File: src/rtl/accel_buffer_loader.sv
// Memory fetch engine that fills a local buffer with load_len words for the PE.
// The PE reads the buffer through a registered read port and hands it back with buf_release.
module accel_buffer_loader #(
    parameter int unsigned ADDR_W  = 16,
    parameter int unsigned DATA_W  = 16,
    parameter int unsigned DEPTH   = 256,
    parameter int unsigned MAX_OUT = 4,
    localparam int unsigned IDX_W  = $clog2(DEPTH),
    localparam int unsigned LEN_W  = $clog2(DEPTH) + 1
) (
    input  logic              clk,
    input  logic              rst,
    input  logic              load_start,
    input  logic [ADDR_W-1:0] base_addr,
    input  logic [LEN_W-1:0]  load_len,
    output logic              mem_req,
    output logic [ADDR_W-1:0] mem_addr,
    input  logic              mem_gnt,
    input  logic              mem_rvalid,
    input  logic [DATA_W-1:0] mem_rdata,
    input  logic              rd_en,
    input  logic [IDX_W-1:0]  rd_idx,
    output logic [DATA_W-1:0] rd_data,
    input  logic              buf_release,
    output logic              buf_full,
    output logic              busy,
    output logic              proto_err
);

    localparam int unsigned OUT_W = 4;

    typedef enum logic [1:0] {
        StIdle,
        StFetch,
        StDrain,
        StFull
    } state_e;

    state_e state_q, state_d;

    logic [ADDR_W-1:0] base_q;
    logic [LEN_W-1:0]  len_q;
    logic [LEN_W-1:0]  issue_q, issue_d;
    logic [LEN_W-1:0]  wr_q, wr_d;
    logic [OUT_W-1:0]  out_q, out_d;

    logic [DATA_W-1:0] buffer [DEPTH];

    logic len_ok;
    logic in_flight;
    logic issue_fire;
    logic rsp_ok;
    logic rsp_bad;
    logic start_acc;
    logic start_err;

    assign mem_addr = base_q + ADDR_W'(issue_q);

    always_comb begin
        len_ok     = (load_len != '0) && (load_len <= LEN_W'(DEPTH));
        in_flight  = (state_q == StFetch) || (state_q == StDrain);
        mem_req    = (state_q == StFetch) && (issue_q < len_q) && (out_q < OUT_W'(MAX_OUT));
        issue_fire = mem_req & mem_gnt;
        // A response is only legal when it matches a request still in flight.
        rsp_ok     = mem_rvalid && in_flight && (out_q != '0);
        rsp_bad    = mem_rvalid && !rsp_ok;

        issue_d = issue_q + LEN_W'(issue_fire);
        wr_d    = wr_q + LEN_W'(rsp_ok);
        out_d   = out_q + OUT_W'(issue_fire) - OUT_W'(rsp_ok);

        start_acc = load_start && len_ok &&
                    ((state_q == StIdle) || ((state_q == StFull) && buf_release));
        start_err = load_start && !start_acc;

        state_d = state_q;
        unique case (state_q)
            StIdle: begin
                if (start_acc) begin
                    state_d = StFetch;
                end
            end
            StFetch: begin
                if (issue_d == len_q) begin
                    state_d = StDrain;
                end
            end
            StDrain: begin
                if (wr_d == len_q) begin
                    state_d = StFull;
                end
            end
            StFull: begin
                if (start_acc) begin
                    state_d = StFetch;
                end else if (buf_release) begin
                    state_d = StIdle;
                end
            end
            default: state_d = StIdle;
        endcase
    end

    always_ff @(posedge clk or posedge rst) begin
        if (rst) begin
            state_q   <= StIdle;
            base_q    <= '0;
            len_q     <= '0;
            issue_q   <= '0;
            wr_q      <= '0;
            out_q     <= '0;
            buf_full  <= 1'b0;
            busy      <= 1'b0;
            proto_err <= 1'b0;
        end else begin
            state_q <= state_d;
            if (start_acc) begin
                base_q  <= base_addr;
                len_q   <= load_len;
                issue_q <= '0;
                wr_q    <= '0;
                out_q   <= '0;
            end else begin
                issue_q <= issue_d;
                wr_q    <= wr_d;
                out_q   <= out_d;
            end
            buf_full <= (state_d == StFull);
            busy     <= (state_d == StFetch) || (state_d == StDrain);
            if (start_err || rsp_bad) begin
                proto_err <= 1'b1;
            end
        end
    end

    // Storage has no reset so it maps onto a plain RAM.
    always_ff @(posedge clk) begin
        if (rsp_ok) begin
            buffer[wr_q[IDX_W-1:0]] <= mem_rdata;
        end
    end

    always_ff @(posedge clk or posedge rst) begin
        if (rst) begin
            rd_data <= '0;
        end else if (rd_en) begin
            rd_data <= buffer[rd_idx];
        end
    end

endmodule

File: config.mk
export PLATFORM = sky130hd
export DESIGN_NAME = accel_buffer_loader
export DESIGN_NICKNAME = d
export VERILOG_FILES = /design/src/rtl/accel_buffer_loader.sv
export SDC_FILE = /design/constraint.sdc
export NUM_CORES = 2
export LEC_CHECK = 0
export CAP_MARGIN = 20
export CORE_UTILIZATION = 45
export DETAILED_ROUTE_END_ITERATION = 7
export MAX_ROUTING_LAYER = met4
export PLACE_DENSITY = 0.64
export SYNTH_ARGS = -nofsm -noshare
export SYNTH_HDL_FRONTEND = slang
export SYNTH_SLANG_ARGS = --single-unit
File: constraint.sdc
create_clock -name clk -period 7.7 [get_ports clk]
set_clock_uncertainty 0.1 [all_clocks]
set_input_delay 1.54 -clock clk [delete_from_list [all_inputs] [get_ports clk]]
set_output_delay 1.54 -clock clk [all_outputs]
set_load 0.005 [all_outputs]
==> results by group <==
Run status
  • Status: finished clean

Synth
  • Post-synth cell types: 57
  • XOR/XNOR Fraction of Synth Area: 0.261%
  • Main synth FF type: edfxtp_1
  • Synth Area in Adders: 0.276%
  • Post-synthesis compound-gate area fraction: 3.41%
  • Syn nets: 7,467
  • Syn Area/Cell: 21.7 um2
  • Leading area contributor after synthesis: edfxtp_1
  • Most common cell in the synthesized netlist: edfxtp_1
  • Mux contribution to synthesized area: 14.8%
  • Area share of the largest cell type after synthesis: 77.0%
  • Mapped Cells: 7,377
  • YS warnings: 0
  • Post-synth EDFFs: 4,096
  • Post-Syn Area: 0.160 mm2
  • #FFs+latches synth: 4,164
  • Simple-gate area share of the yosys netlist: 1.76%
  • Post-synth top cells: edfxtp_1 (4,096), mux4_2 (880), mux2i_1 (368)
  • Post-synth ARST share: 1.63%
  • Top post-synthesis cells by area: edfxtp_1 (77%), mux4_2 (12%), mux2i_1 (2.3%)
  • Largest family of logic cells by synthesized area: multiplexers
  • Sequential-to-total area share from yosys stat: 78.1%

Die
  • DIE AREA: 0.357 mm2
  • Initial Util: 45.3%
  • Placement Rows: 218
  • # IOs: 92
  • Total core area: 0.353 mm2
  • Die Ht: 598 um
  • Die X: 598 um

Timing
  • Post-route setup slack: 2250 ps
  • Final period utilization: 70.8%
  • Fmax: 184 MHz
  • Slew HR: 10.3%
  • Pin slew with the least headroom to its limit: 1350 ps
  • Unrepaired setup endpoints after global routing: false
  • Final setup fails: 0
  • Fin Setup TNS: 0 ps
  • Slew Limit Fails: 0
  • Hold Fails Final Rpt: 0
  • Period minus WS final: 5450 ps

Critical path
  • Top Family by Delay on Critical Path: compound AO/OA/AOI/OAI gates
  • Critical setup path kind: reg2out
  • WP buf/inv: 2
  • CP Launch Type: flip-flop
  • Worst EP arrival: 3810 ps
  • Slowest CP cell: clkdlybuf4s50_1
  • Most used cell, CP: o21ai_0
  • Worst EP required: 6060 ps
  • Cell Chain, Critical Path: inv_1, fa_1, nor2b_1, o21ai_0, a21boi_0, o21ai_0, a21oi_1, o21ai_0, xnor2_1, clkdlybuf4s50_1
  • CP Capture Type: output pin
  • Crit-path max FO: 7
  • Slowest stage delay, CP: 520 ps

Detailed routing
  • DRC: 0
  • Routed Antenna Nets: 0
  • DR pass1 iterations: 6
  • Post-Route WL: 427,000 um
  • DR vias/cell: 6.14
  • Avg WL per Cell: 33.0 um
  • Vias: 79,391
  • Iteration-0 DRC Markers: 10,826

Clocking
  • Longest Clk Path Bufs: 4
  • CTS Sinks: 4,164
  • H-tree Lvls: 5
  • Post-CTS sizing: 0
  • Post-CTS Hold Buffers: 0
  • CTS tree: built
  • Root buf cell: clkbuf_16
  • Clk_lat worst skew: 960 ps
  • Num CTS Buffers: 414
  • Clock-pin slew on the worst setup and hold paths: 60 ps
  • Post-CTS Setup Bufs: 0

Power
  • PwrDens: 265 mW/mm2
  • Net Sw Frac: 22.6%
  • Clk pwr share: 40.5%
  • Pint: 37.1 mW
  • Post-route total power: 47.9 mW
  • Logic gate share of total power: 6.6%
  • Sequential power share: 52.9%
  • Max IR drop VDD: 0.247 mV
  • Leakage: 57.1 nW
  • Sw Pwr: 10.8 mW

Final layout
  • Final nets: 7,939
  • Share of cells above drive strength 1: 23.2%
  • Area added between synthesis and finish: 13.4%

Global route
  • Wire length of the first global-routing pass: 602,000 um
  • GRT met2 Usage: 37.5%
  • GR Util met1: 33.3%
  • Met3 Usage GRT: 4.69%
  • Most Crowded Layer GR: met2
  • Gr usage total: 24.5%
  • Antenna violations before repair: 16
  • Vias in the first global route: 78,549
  • Grt ovf: 0
  • Pin count of the biggest net entering global routing: 181

Placement
  • Setup slack at placement: 2050 ps
  • Port Buffer Count: 91
  • DP HPWL: 255,000 um
  • Placer Congestion: 0.956

Job
  • Max-cap check violation count: 0

Min path
  • Hold WC Path Type: reg2reg
## cells in the final DEF, fill, tap and decap left out, types with 14 or more instances in the layout
cell type | synthesis | routed
o221ai_1 | 129 | 129
nor3_1 | 34 | 32
clkbuf_16 | 0 | 421
a21oi_1 | 127 | 127
clkinv_1 | 0 | 88
edfxtp_1 | 4096 | 4096
inv_1 | 30 | 29
xnor2_1 | 34 | 34
o32ai_1 | 21 | 21
mux2_2 | 16 | 16
buf_4 | 76 | 347
a211oi_1 | 74 | 74
o22ai_1 | 120 | 120
nor2b_1 | 21 | 17
mux2i_1 | 368 | 368
and3_1 | 16 | 16
nor2_1 | 337 | 322
nand3_1 | 53 | 52
o21ai_0 | 78 | 78
buf_8 | 0 | 18
a22oi_1 | 107 | 107
mux4_2 | 880 | 880
dfrtp_1 | 68 | 68
buf_12 | 0 | 36
a31oi_1 | 17 | 17
bufinv_16 | 0 | 24
a22o_1 | 38 | 38
diode_2 | 0 | 14
ha_1 | 32 | 32
clkdlybuf4s50_1 | 0 | 71
nand2_1 | 115 | 104
clkbuf_1 | 181 | 111
clkinv_2 | 0 | 66
## worst reg2reg max path, stage by stage, from the launching register on
cell	delay [ps]
dfrtp_1	430
inv_1	90
ha_1	300
a21o_1	160
a21o_1	170
a21oi_1	160
o22ai_1	120
o21ai_0	360
and2_1	220
ha_1	230
ha_1	250
xnor2_1	170
xnor2_1	150
nand3_1	130
nor4_1	340
and3_1	250
o221ai_1	190
ha_1	350
## power by group through the flow
stage / Combinational [mW] / Clock (mW) / Sequential [mW]
final: 3.16 / 19.4 / 25.4
after global routing: 3.29 / 20.4 / 25.4
after CTS: 3.16 / 19.6 / 25.3
after detailed placement: 3.15 / 0 / 25.8
after global placement: 3.11 / 0 / 25.8
after floorplan: 1.57 / 0 / 25.7
## registers in the layout, indices dropped and copies added, names as in the netlist
register,flops
base_q,16
buf_full,1
buffer,4096
busy,1
issue_q,9
len_q,9
out_q,4
proto_err,1
rd_data,16
state_q,2
wr_q,9
## path summary, 6_finish.rpt
kind,from,cells after the start,slack (ps),end
setup / recovery,issue_q[1]$_DFF_PP0_,10,2250,mem_addr[10]
hold / removal,proto_err$_DFFE_PP0P_,2,400,proto_err$_DFFE_PP0P_
hold reg to reg,proto_err$_DFFE_PP0P_,2,400,proto_err$_DFFE_PP0P_
min in group asynchronous,rst,3,870,rd_data[9]$_DFFE_PP0P_
max in group asynchronous,rst,4,5980,base_q[13]$_DFFE_PP0P_
setup reg to reg,len_q[1]$_DFFE_PP0P_,17,3380,busy$_DFF_PP0_
## metrics by stage
step	instance area, um2	utilization (%)	hold slack [ps]	cells
after CTS	181000	51.3	403	12913
after floorplan	160000	-	367	7377
after global placement	168000	47.6	379	12158
after global routing	181000	51.3	435	12922
after detailed placement	168000	47.6	386	12160
final	181000	51.3	399	12930
## routing by layer
| metal | vias up | part of all wire [%] |
|---|---|---|
| met5 | - | 0 |
| met1 | 42478 | 39 |
| met3 | 716 | 9.3 |
| met2 | 4114 | 48 |
| li1 | 32083 | - |
| met4 | 0 | 3.7 |
## logic make-up (layout without fill, tap and decap cells)
logic type                 count (synthesis)  count (layout)
DFF                                     4164            4164
muxes                                   1264            1264
AOI/OAI and AO/OA                        778             778
and+or+nand+nor                          640             640
buffers and inverters                    451            1260
xor gates and xnor gates                  46              46
adders and majority gates                 34              34
other                                      0              14
## final cells by class
type / instances / area, um2
diodes: 14 / 35.0
flip-flops and latches: 4164 / 125000
well taps: 4730 / 5920
clock inverters: 216 / 1940
multi-input cells: 2762 / 32900
repair buffers: 477 / 4430
inverters: 30 / 114
clock buffers: 537 / 11000
fillers: 27405 / 172000
No activity file was read; power rests on OpenSTA's default activity.
